`src/rtl/step_shift_reg_pkg.sv`:
```
// Shared types for the step-driven shift register: FSM states and shift direction.
package shift_pkg;

  typedef enum logic [1:0] {
    IDLE  = 2'd0,
    SHIFT = 2'd1,
    DONE  = 2'd2
  } shift_state_t;

  typedef enum logic {
    DIR_LEFT  = 1'b0,
    DIR_RIGHT = 1'b1
  } shift_dir_t;

  localparam int unsigned WIDTH_MIN = 2;
  localparam int unsigned WIDTH_MAX = 32;

endpackage

```
`src/rtl/step_shift_reg_rise_detect.sv`:
```
// Rising-edge detector turning the divider's square wave into a one-cycle tick.
// With STEP_SYNC_EN defined, a two-flop synchronizer precedes the detector.
module rise_detect
  import shift_pkg::*;
(
  input  logic clock_in,
  input  logic reset,
  input  logic level,
  output logic tick
);

  logic level_s;
  logic level_q_reg;

`ifdef STEP_SYNC_EN
  logic sync1_reg;
  logic sync2_reg;

  // Both stages reset high so a level already high at release is not a new edge.
  always_ff @(posedge clock_in) begin
    if (reset) begin
      sync1_reg <= 1'b1;
      sync2_reg <= 1'b1;
    end else begin
      sync1_reg <= level;
      sync2_reg <= sync1_reg;
    end
  end

  assign level_s = sync2_reg;
`else
  assign level_s = level;
`endif

  always_ff @(posedge clock_in) begin
    if (reset) begin
      level_q_reg <= 1'b1;
    end else begin
      level_q_reg <= level_s;
    end
  end

  assign tick = level_s & ~level_q_reg;

endmodule

```
`src/rtl/step_shift_reg.sv`:
```
// Step-strobed shift register with parallel load and a start-triggered WIDTH-bit shift.
// Optional STEP_SYNC_EN (inside rise_detect) synchronizes an asynchronous step input.
module step_shift_reg
  import shift_pkg::*;
#(
  parameter int WIDTH = 8
) (
  input  logic                         clock_in,
  input  logic                         reset,
  input  logic                         step,
  input  logic                         load,
  input  logic [WIDTH-1:0]             data_in,
  input  logic                         start,
  input  logic                         dir,
  input  logic                         serial_in,
  output logic [WIDTH-1:0]             q,
  output logic                         serial_out,
  output logic                         busy,
  output logic                         done,
  output logic [$clog2(WIDTH+1)-1:0]   bit_cnt
);

  localparam int CNT_W = $clog2(WIDTH+1);
  localparam logic [CNT_W-1:0] CNT_LAST = CNT_W'(WIDTH - 1);
  localparam logic [CNT_W-1:0] CNT_ONE  = CNT_W'(1);

  shift_state_t       state_reg, state_next;
  shift_dir_t         dir_reg, dir_next;
  logic [WIDTH-1:0]   q_reg, q_next;
  logic [CNT_W-1:0]   cnt_reg, cnt_next;
  logic               busy_reg, busy_next;
  logic               done_reg, done_next;
  logic               step_tick;
  logic [WIDTH-1:0]   shl_vec;
  logic [WIDTH-1:0]   shr_vec;

  rise_detect u_rise_detect (
    .clock_in (clock_in),
    .reset    (reset),
    .level    (step),
    .tick     (step_tick)
  );

  // Both candidate shift results, serial_in entering at the vacated end.
  generate
    for (genvar gi = 0; gi < WIDTH; gi++) begin : g_shift
      if (gi == 0) begin : g_shl_lsb
        assign shl_vec[gi] = serial_in;
      end else begin : g_shl_mid
        assign shl_vec[gi] = q_reg[gi-1];
      end
      if (gi == WIDTH - 1) begin : g_shr_msb
        assign shr_vec[gi] = serial_in;
      end else begin : g_shr_mid
        assign shr_vec[gi] = q_reg[gi+1];
      end
    end
  endgenerate

  always_ff @(posedge clock_in) begin
    if (reset) begin
      state_reg <= IDLE;
    end else begin
      state_reg <= state_next;
    end
  end

  always_comb begin
    state_next = state_reg;
    case (state_reg)
      IDLE: begin
        if (start && !load) begin
          state_next = SHIFT;
        end
      end
      SHIFT: begin
        if (step_tick && (cnt_reg == CNT_LAST)) begin
          state_next = DONE;
        end
      end
      DONE:    state_next = IDLE;
      default: state_next = IDLE;
    endcase
  end

  always_comb begin
    busy_next = (state_next == SHIFT);
    done_next = (state_next == DONE);
  end

  // Datapath: only IDLE accepts load/start; only SHIFT reacts to ticks.
  always_comb begin
    q_next   = q_reg;
    cnt_next = cnt_reg;
    dir_next = dir_reg;
    case (state_reg)
      IDLE: begin
        if (load) begin
          q_next = data_in;
        end else if (start) begin
          dir_next = shift_dir_t'(dir);
          cnt_next = '0;
        end
      end
      SHIFT: begin
        if (step_tick) begin
          q_next   = (dir_reg == DIR_RIGHT) ? shr_vec : shl_vec;
          cnt_next = cnt_reg + CNT_ONE;
        end
      end
      default: begin
        q_next = q_reg;
      end
    endcase
  end

  always_ff @(posedge clock_in) begin
    if (reset) begin
      q_reg    <= '0;
      cnt_reg  <= '0;
      dir_reg  <= DIR_LEFT;
      busy_reg <= 1'b0;
      done_reg <= 1'b0;
    end else begin
      q_reg    <= q_next;
      cnt_reg  <= cnt_next;
      dir_reg  <= dir_next;
      busy_reg <= busy_next;
      done_reg <= done_next;
    end
  end

  assign q          = q_reg;
  assign bit_cnt    = cnt_reg;
  assign busy       = busy_reg;
  assign done       = done_reg;
  assign serial_out = (dir_reg == DIR_RIGHT) ? q_reg[0] : q_reg[WIDTH-1];

endmodule

```
`config.mk`:
```
export PLATFORM = sky130hd
export DESIGN_NAME = step_shift_reg
export DESIGN_NICKNAME = d
export VERILOG_FILES = /design/src/rtl/step_shift_reg_pkg.sv /design/src/rtl/step_shift_reg_rise_detect.sv /design/src/rtl/step_shift_reg.sv
export SDC_FILE = /design/constraint.sdc
export NUM_CORES = 1
export LEC_CHECK = 0
export ABC_AREA = 1
export CORE_MARGIN = 1
export CORE_UTILIZATION = 37
export DETAILED_ROUTE_END_ITERATION = 12
export PLACE_DENSITY = 0.68
export SYNTH_ARGS = -nofsm -noshare
export SYNTH_HDL_FRONTEND = slang
export SYNTH_SLANG_ARGS = --single-unit
export TNS_END_PERCENT = 30
```
`constraint.sdc`:
```
create_clock -name clock_in -period 1.25 [get_ports clock_in]
set_input_delay 0.125 -clock clock_in [delete_from_list [all_inputs] [get_ports clock_in]]
set_output_delay 0.125 -clock clock_in [all_outputs]
set_load 0.03 [all_outputs]
```
==> results of run 1 <==
-- final cells by class --
class,count,area [sq um]
Tap cell,28,35.0
Inverter,19,73.8
Clock buffer,4,36.3
Sequential cell,18,365
Multi-Input combinational cell,109,499
Timing Repair Buffer,39,349
Fill cell,237,960
-- power breakdown --
group	internal, mW	leakage [nW]	switching (mW)	total [mW]
Sequential	0.607	0.149	0.0287	0.636
Clock	0.178	0.0210	0.179	0.357
Combinational	0.148	0.510	0.208	0.355
-- Yosys cell counts, drive strengths merged --
| cell | number |
|---|---|
| nand4 | 1 |
| nand2 | 47 |
| nor3 | 2 |
| ha | 1 |
| o21ai | 12 |
| a21oi | 7 |
| dfxtp | 18 |
| clkbuf | 1 |
| inv | 19 |
| buf | 2 |
| nor2 | 28 |
| nand3 | 11 |
-- cell usage in the layout, fill, tap and decap left out, drive strengths merged --
cell | Yosys | routed
nor3 | 2 | 2
clkdlybuf4s50 | 0 | 14
nand3 | 11 | 11
dfxtp | 18 | 18
nand2 | 47 | 47
ha | 1 | 1
clkdlybuf4s15 | 0 | 3
dlygate4sd2 | 0 | 11
inv | 19 | 19
a21oi | 7 | 7
nor2 | 28 | 28
buf | 2 | 11
clkbuf | 1 | 4
o21ai | 12 | 12
nand4 | 1 | 1
-- cell families after synthesis --
group	synth area share, %
and+or+nand+nor	40.9
buffers and inverters	9.54
AOI/OAI and AO/OA	10.1
DFF	38.1
adders and majority gates	1.32
-- per-stage QoR --
| stage | hold slack (ps) | setup TNS (ps) | setup slack [ps] | total power [mW] |
|---|---|---|---|---|
| 2_1_floorplan | 221 | 0 | 71.6 | 0.862 |
| 3_3_place_gp | 518 | -1190 | -129 | 1.02 |
| 3_5_place_dp | 524 | -1470 | -148 | 1.02 |
| 4_1_cts | 413 | 0 | 3.42 | 1.36 |
| 5_1_grt | 461 | -3.64 | -3.64 | 1.42 |
| 6_report | 414 | 0 | 46.2 | 1.35 |
-- worst max path at each step --
stage	endpoint	slack, ps	cells past startpoint
global route	bit_cnt[3]	-4	1
detailed placement	q[7]	-150	9
finish	bit_cnt[3]	50	1
floorplan	bit_cnt[2]	70	7
CTS	serial_out	3	4
global placement	q[7]	-130	9
-- routing by layer --
metal / routed length (um) / track usage, % / share of wire [%] / vias up
li1: - / - / - / 542
met1: 1170 / 25.0 / 50 / 461
met2: 1050 / 32.1 / 45 / 24
met3: 111 / 5.22 / 4.7 / 2
met4: 17 / 5.26 / 0.73 / 0
met5: 0 / 0 / 0 / -
==> flow_metrics.tcl, run 1 <==
set metrics [dict create \
    outcome "finished, final reports clean" \
    final_net_count 206 \
    r2r_slack_ps 100 \
    buffer_ports.inserted 29 \
    place_congestion 0.914 \
    synth.cell_area_sq_um 945 \
    worst_hold_path.endpoint "u_rise_detect.level_q_reg" \
    dpl.cell_count 214 \
    vdd_ir_drop_max_uv 825 \
    post_detailed_route_drc_marker_count 0 \
    crit_fanout 4 \
    slew_at_the_pin_closest_to_its_max_slew_limit_ps 316 \
    hold_class "in -> reg" \
    place_hpwl_mm 1.80 \
    layout-area-overhead-vs-synth_pct 43.8 \
    syn_avg_cell_area_sq_um 6.34 \
    cp_slowest_stage_delay_ps 390 \
    largest_register_ff_count 8 \
    largest_net_degree_at_the_start_of_global_routing 11 \
    seq_area_frac_synth_pct 38.1 \
    final_hold_fails 0 \
    power_density_nw_per_um2 992 \
    dr.first_iter.drc_count 16 \
    dr_total_vias 1029 \
    floorplan.core_area_sq_um 2320 \
    worst_setup_hold_path_clk_slew_ps 100 \
    worst_setup_path_end_kind "output port" \
    first_global_vias 932 \
    std_cell_rows 17 \
    fp.dieH_um 52.5 \
    cts_setup_buffers 0 \
    final-setup-viol-count 0 \
    startpoint "bit_cnt[3]" \
    grt_util_all_layers_pct 19.5 \
    max-clock-path-buffers 2 \
    yosysWarningCount 0 \
    ant_nets 0 \
    horizontal_extent_of_the_die_um 52.5 \
    clock_sink_count 18 \
    io_pins 30 \
    final_area_sq_um 1360 \
    clock_root_buffer_master "sky130_fd_sc_hd__clkbuf_4" \
    final_cell_count_no_fill 217 \
    grt_setup_unrepaired "true" \
    antenna_cells 0 \
    routedWlPerCell_um 10.8 \
    post_route_cells_drive_above_1_share_pct 13.2 \
    timing.critical_path.buf_inv 1 \
    critPathArrivalTime_ps 1080 \
    max_freq_mhz 831 \
    p_leak_nw 0.680 \
    reg2reg_to "q[4]" \
    synth.net_count 165 \
    die_area_sq_um 2760 \
    drt_pre_antenna_iters 4 \
    grt_overflow 0 \
    cts.hold.buffers_added 0 \
    wire_length_of_the_first_global_routing_pass_mm 3.95 \
    cp_top_family "flip-flops" \
    cp_cell_sequence "clkdlybuf4s15_1" \
    crit_type "reg -> out" \
    number_of_instances_on_the_worst_hold_path 3 \
    tritoncts "yes" \
    worst_skew_pair.late_latency_ps 290 \
    critical_path.startpoint_type "flip-flop" \
    worstRegToRegCells 6 \
    ctsResizeCount 15 \
    r2r_startpoint "state_reg[1]" \
    routed_via_density 4.74 \
    final_period_minus_worst_setup_slack_ps 1200 \
    numCtsBuffers 3 \
    yosys-top-cells-area "sky130_fd_sc_hd__dfxtp_1 (38%), sky130_fd_sc_hd__nand2_1 (17%), sky130_fd_sc_hd__nor2_1 (11%), sky130_fd_sc_hd__inv_1 (6.8%), sky130_fd_sc_hd__nand3_1 (5.8%)" \
    wirelength_mm 2.34 \
    worst_case_clock_skew_ps 2.46 \
    cp.required_ps 1120 \
    finish.utilization_pct 58.6 \
    cap_violations 0 \
    detailed_place.area_sq_um 1330 \
    top_cell_type_s_share_of_synthesized_area_pct 38.1 \
    synth_top_area_cell "sky130_fd_sc_hd__dfxtp_1" \
    worst_path_max_delay_cell "sky130_fd_sc_hd__dfxtp_1" \
    hold_start "step" \
    htree_levels 1 \
    yosysUniqueCellTypes 20 \
    grt_antenna_before_repair 0 \
    slew_headroom_pct 79.0 \
    share_of_the_clock_period_used_by_the_worst_path_pct 96.3 \
    slew_violations 0 \
    initial_core_util_pct 40.7 \
    postSynthRegisterBits 18 \
    synthesis.instances 149 \
]
Note: power is estimated with default switching activity, not from simulation.
==> run 2: changes to the inputs <==
CELL_PAD_IN_SITES_DETAIL_PLACEMENT = 0   (was default)
CELL_PAD_IN_SITES_GLOBAL_PLACEMENT = 1   (was default)
CORE_ASPECT_RATIO = 1.4   (was default)
CORE_UTILIZATION = 30   (was 37)
PLACE_DENSITY = default   (was 0.68)
PLACE_DENSITY_LB_ADDON = 0.2   (was default)
==> run 2 against run 1 <==
Net effect: register-to-register slack gained 30 ps; routed wire length up 7.8%; sequential power hardly changed; via count increased by 2.2%; critical path depth unchanged; combinational power up 6.2%; clock power grew 32%; fmax grew 3.2%; largest power group unchanged; worst setup slack better by 38 ps; highest routed layer unchanged; critical endpoint unchanged; critical path type unchanged; count of clock-buffer cells in the layout is the same.
==> flow_metrics.tcl, run 2 (same netlist as run 1, synthesis figures left out) <==
set metrics [dict create \
    outcome "finished, final reports clean" \
    io_pins 30 \
    vdd_ir_drop_max_uv 490 \
    largest_register_ff_count 8 \
    layout-area-overhead-vs-synth_pct 51.3 \
    max_freq_mhz 858 \
    worst_skew_pair.late_latency_ps 250 \
    cap_violations 0 \
    routed_via_density 4.53 \
    wire_length_of_the_first_global_routing_pass_mm 4.06 \
    dr_total_vias 1052 \
    cp_cell_sequence "dlygate4sd2_1" \
    grt_overflow 0 \
    post_detailed_route_drc_marker_count 0 \
    grt_antenna_before_repair 0 \
    most-common-layout-cells "sky130_fd_sc_hd__nand2_1 (44), sky130_fd_sc_hd__nor2_1 (26), sky130_fd_sc_hd__inv_1 (17), sky130_fd_sc_hd__dfxtp_1 (16), sky130_fd_sc_hd__buf_4 (16)" \
    tritoncts "yes" \
    wirelength_mm 2.53 \
    cp.required_ps 1120 \
    critical_path.startpoint_type "flip-flop" \
    initial_core_util_pct 32.2 \
    power_density_nw_per_um2 1040 \
    post_route_cells_drive_above_1_share_pct 15.4 \
    largest_net_degree_at_the_start_of_global_routing 11 \
    grt_setup_unrepaired "false" \
    setup-tns-final_ps 0 \
    fp.dieH_um 68.4 \
    final-setup-viol-count 0 \
    place_worst_setup_slack_ps -159 \
    first_global_vias 956 \
    slew_headroom_pct 79.0 \
    std_cell_rows 23 \
    slew_violations 0 \
    floorplan.core_area_sq_um 2940 \
    horizontal_extent_of_the_die_um 49.4 \
    clock_sink_count 18 \
    p_leak_nw 0.724 \
    crit_type "reg -> out" \
    htree_levels 1 \
    place_congestion 0.799 \
    worst_case_clock_skew_ps 3.55 \
    most_common_library_cell_in_the_layout_ignoring_fill_and_taps "sky130_fd_sc_hd__nand2_1" \
    cp_top_family "buffers and inverters" \
    worst_setup_hold_path_clk_slew_ps 70 \
    critPathArrivalTime_ps 1040 \
    crit_fanout 4 \
    worst_setup_path_end_kind "output port" \
    grt_util_all_layers_pct 16.0 \
    routedWlPerCell_um 10.9 \
    cts.hold.buffers_added 0 \
    die_area_sq_um 3380 \
    drt_pre_antenna_iters 4 \
    numCtsBuffers 3 \
    clock_root_buffer_master "sky130_fd_sc_hd__clkbuf_8" \
    slew_at_the_pin_closest_to_its_max_slew_limit_ps 316 \
    buffer_ports.inserted 29 \
    place_hpwl_mm 1.99 \
    final_net_count 212 \
    max-clock-path-buffers 2 \
    ant_nets 0 \
    dr.first_iter.drc_count 21 \
    final_period_minus_worst_setup_slack_ps 1170 \
    final.setup.worst_slack_ps 83.9 \
    antenna_cells 0 \
    final_hold_fails 0 \
    timing.critical_path.buf_inv 1 \
    r2r_slack_ps 130 \
    hold_class "in -> reg" \
    share_of_the_clock_period_used_by_the_worst_path_pct 93.3 \
    worst_path_max_delay_cell "sky130_fd_sc_hd__dlygate4sd2_1" \
    cp_slowest_stage_delay_ps 410 \
]
run 2: changes by cell type in the layout (fill, tap and decap cells not counted), moves of 2 or more:
cell                              delta
sky130_fd_sc_hd__dlygate4sd2_1       +3
sky130_fd_sc_hd__clkbuf_8            +3
sky130_fd_sc_hd__clkbuf_4            -3
sky130_fd_sc_hd__nand2_1             +2
sky130_fd_sc_hd__buf_4               +5
sky130_fd_sc_hd__nand2_2             -2
sky130_fd_sc_hd__clkdlybuf4s15_1     -3
run 2: where the power goes:
group / internal, mW / switching, mW
registers: 0.608 / 0.0251
clock network: 0.280 / 0.192
logic: 0.161 / 0.216
total: 1.05 / 0.434
run 2: area by class of cell:
class	count	area (sq um)
Fill cell	328	1510
Multi-Input combinational cell	109	497
Sequential cell	18	363
Timing Repair Buffer	45	394
Tap cell	37	46.3
Clock buffer	4	55.1
Inverter	19	73.8
run 2: worst reg2reg max path, stage by stage, from the launching register on:
cell                      delay, ps
sky130_fd_sc_hd__dfxtp_2        380
sky130_fd_sc_hd__inv_2           50
sky130_fd_sc_hd__nor2_4         150
sky130_fd_sc_hd__buf_4          150
sky130_fd_sc_hd__nand2_1         50
sky130_fd_sc_hd__o21ai_0        150
sky130_fd_sc_hd__nor2_1          60
sky130_fd_sc_hd__nor2_1          80
run 2: routing by layer:
layer | share of wire (%) | wire length, um | track usage [%] | up-vias
met3 | 3.2 | 81 | 2.00 | 2
met5 | 0 | 0 | 0 | -
met1 | 42 | 1060 | 16.2 | 477
met2 | 54 | 1370 | 32.4 | 18
li1 | - | - | - | 555
met4 | 0.75 | 19 | 7.50 | 0
run 2: through the flow:
stage	power (mW)	cells	cell area (sq um)	hold slack [ps]	util, %
finish	1.48	232	1430	449	48.7
global route	1.56	232	1430	452	48.7
CTS	1.50	231	1410	443	48.1
detailed placement	1.04	227	1380	529	46.8
global placement	1.04	227	1380	527	46.8
floorplan	0.862	149	945	221	-
run 2: timing repair:
| action | in CTS | in global routing |
|---|---|---|
| endpoints found under the setup margin | 14 | 10 |
| gates resized for setup | 14 | 4 |
| buffers inserted | 0 | 1 |
| cloned | 0 | 0 |
| pin swaps | 0 | 1 |
run 2: path summary, 6_finish.rpt:
path / start / end / cells after the start
worst max-delay path: bit_cnt[3] / bit_cnt[3] / 1
worst min-delay path: step / u_rise_detect.level_q_reg / 3
worst max register to register: state_reg[0] / q[1] / 7
worst min register to register: q[3] / q[3] / 2
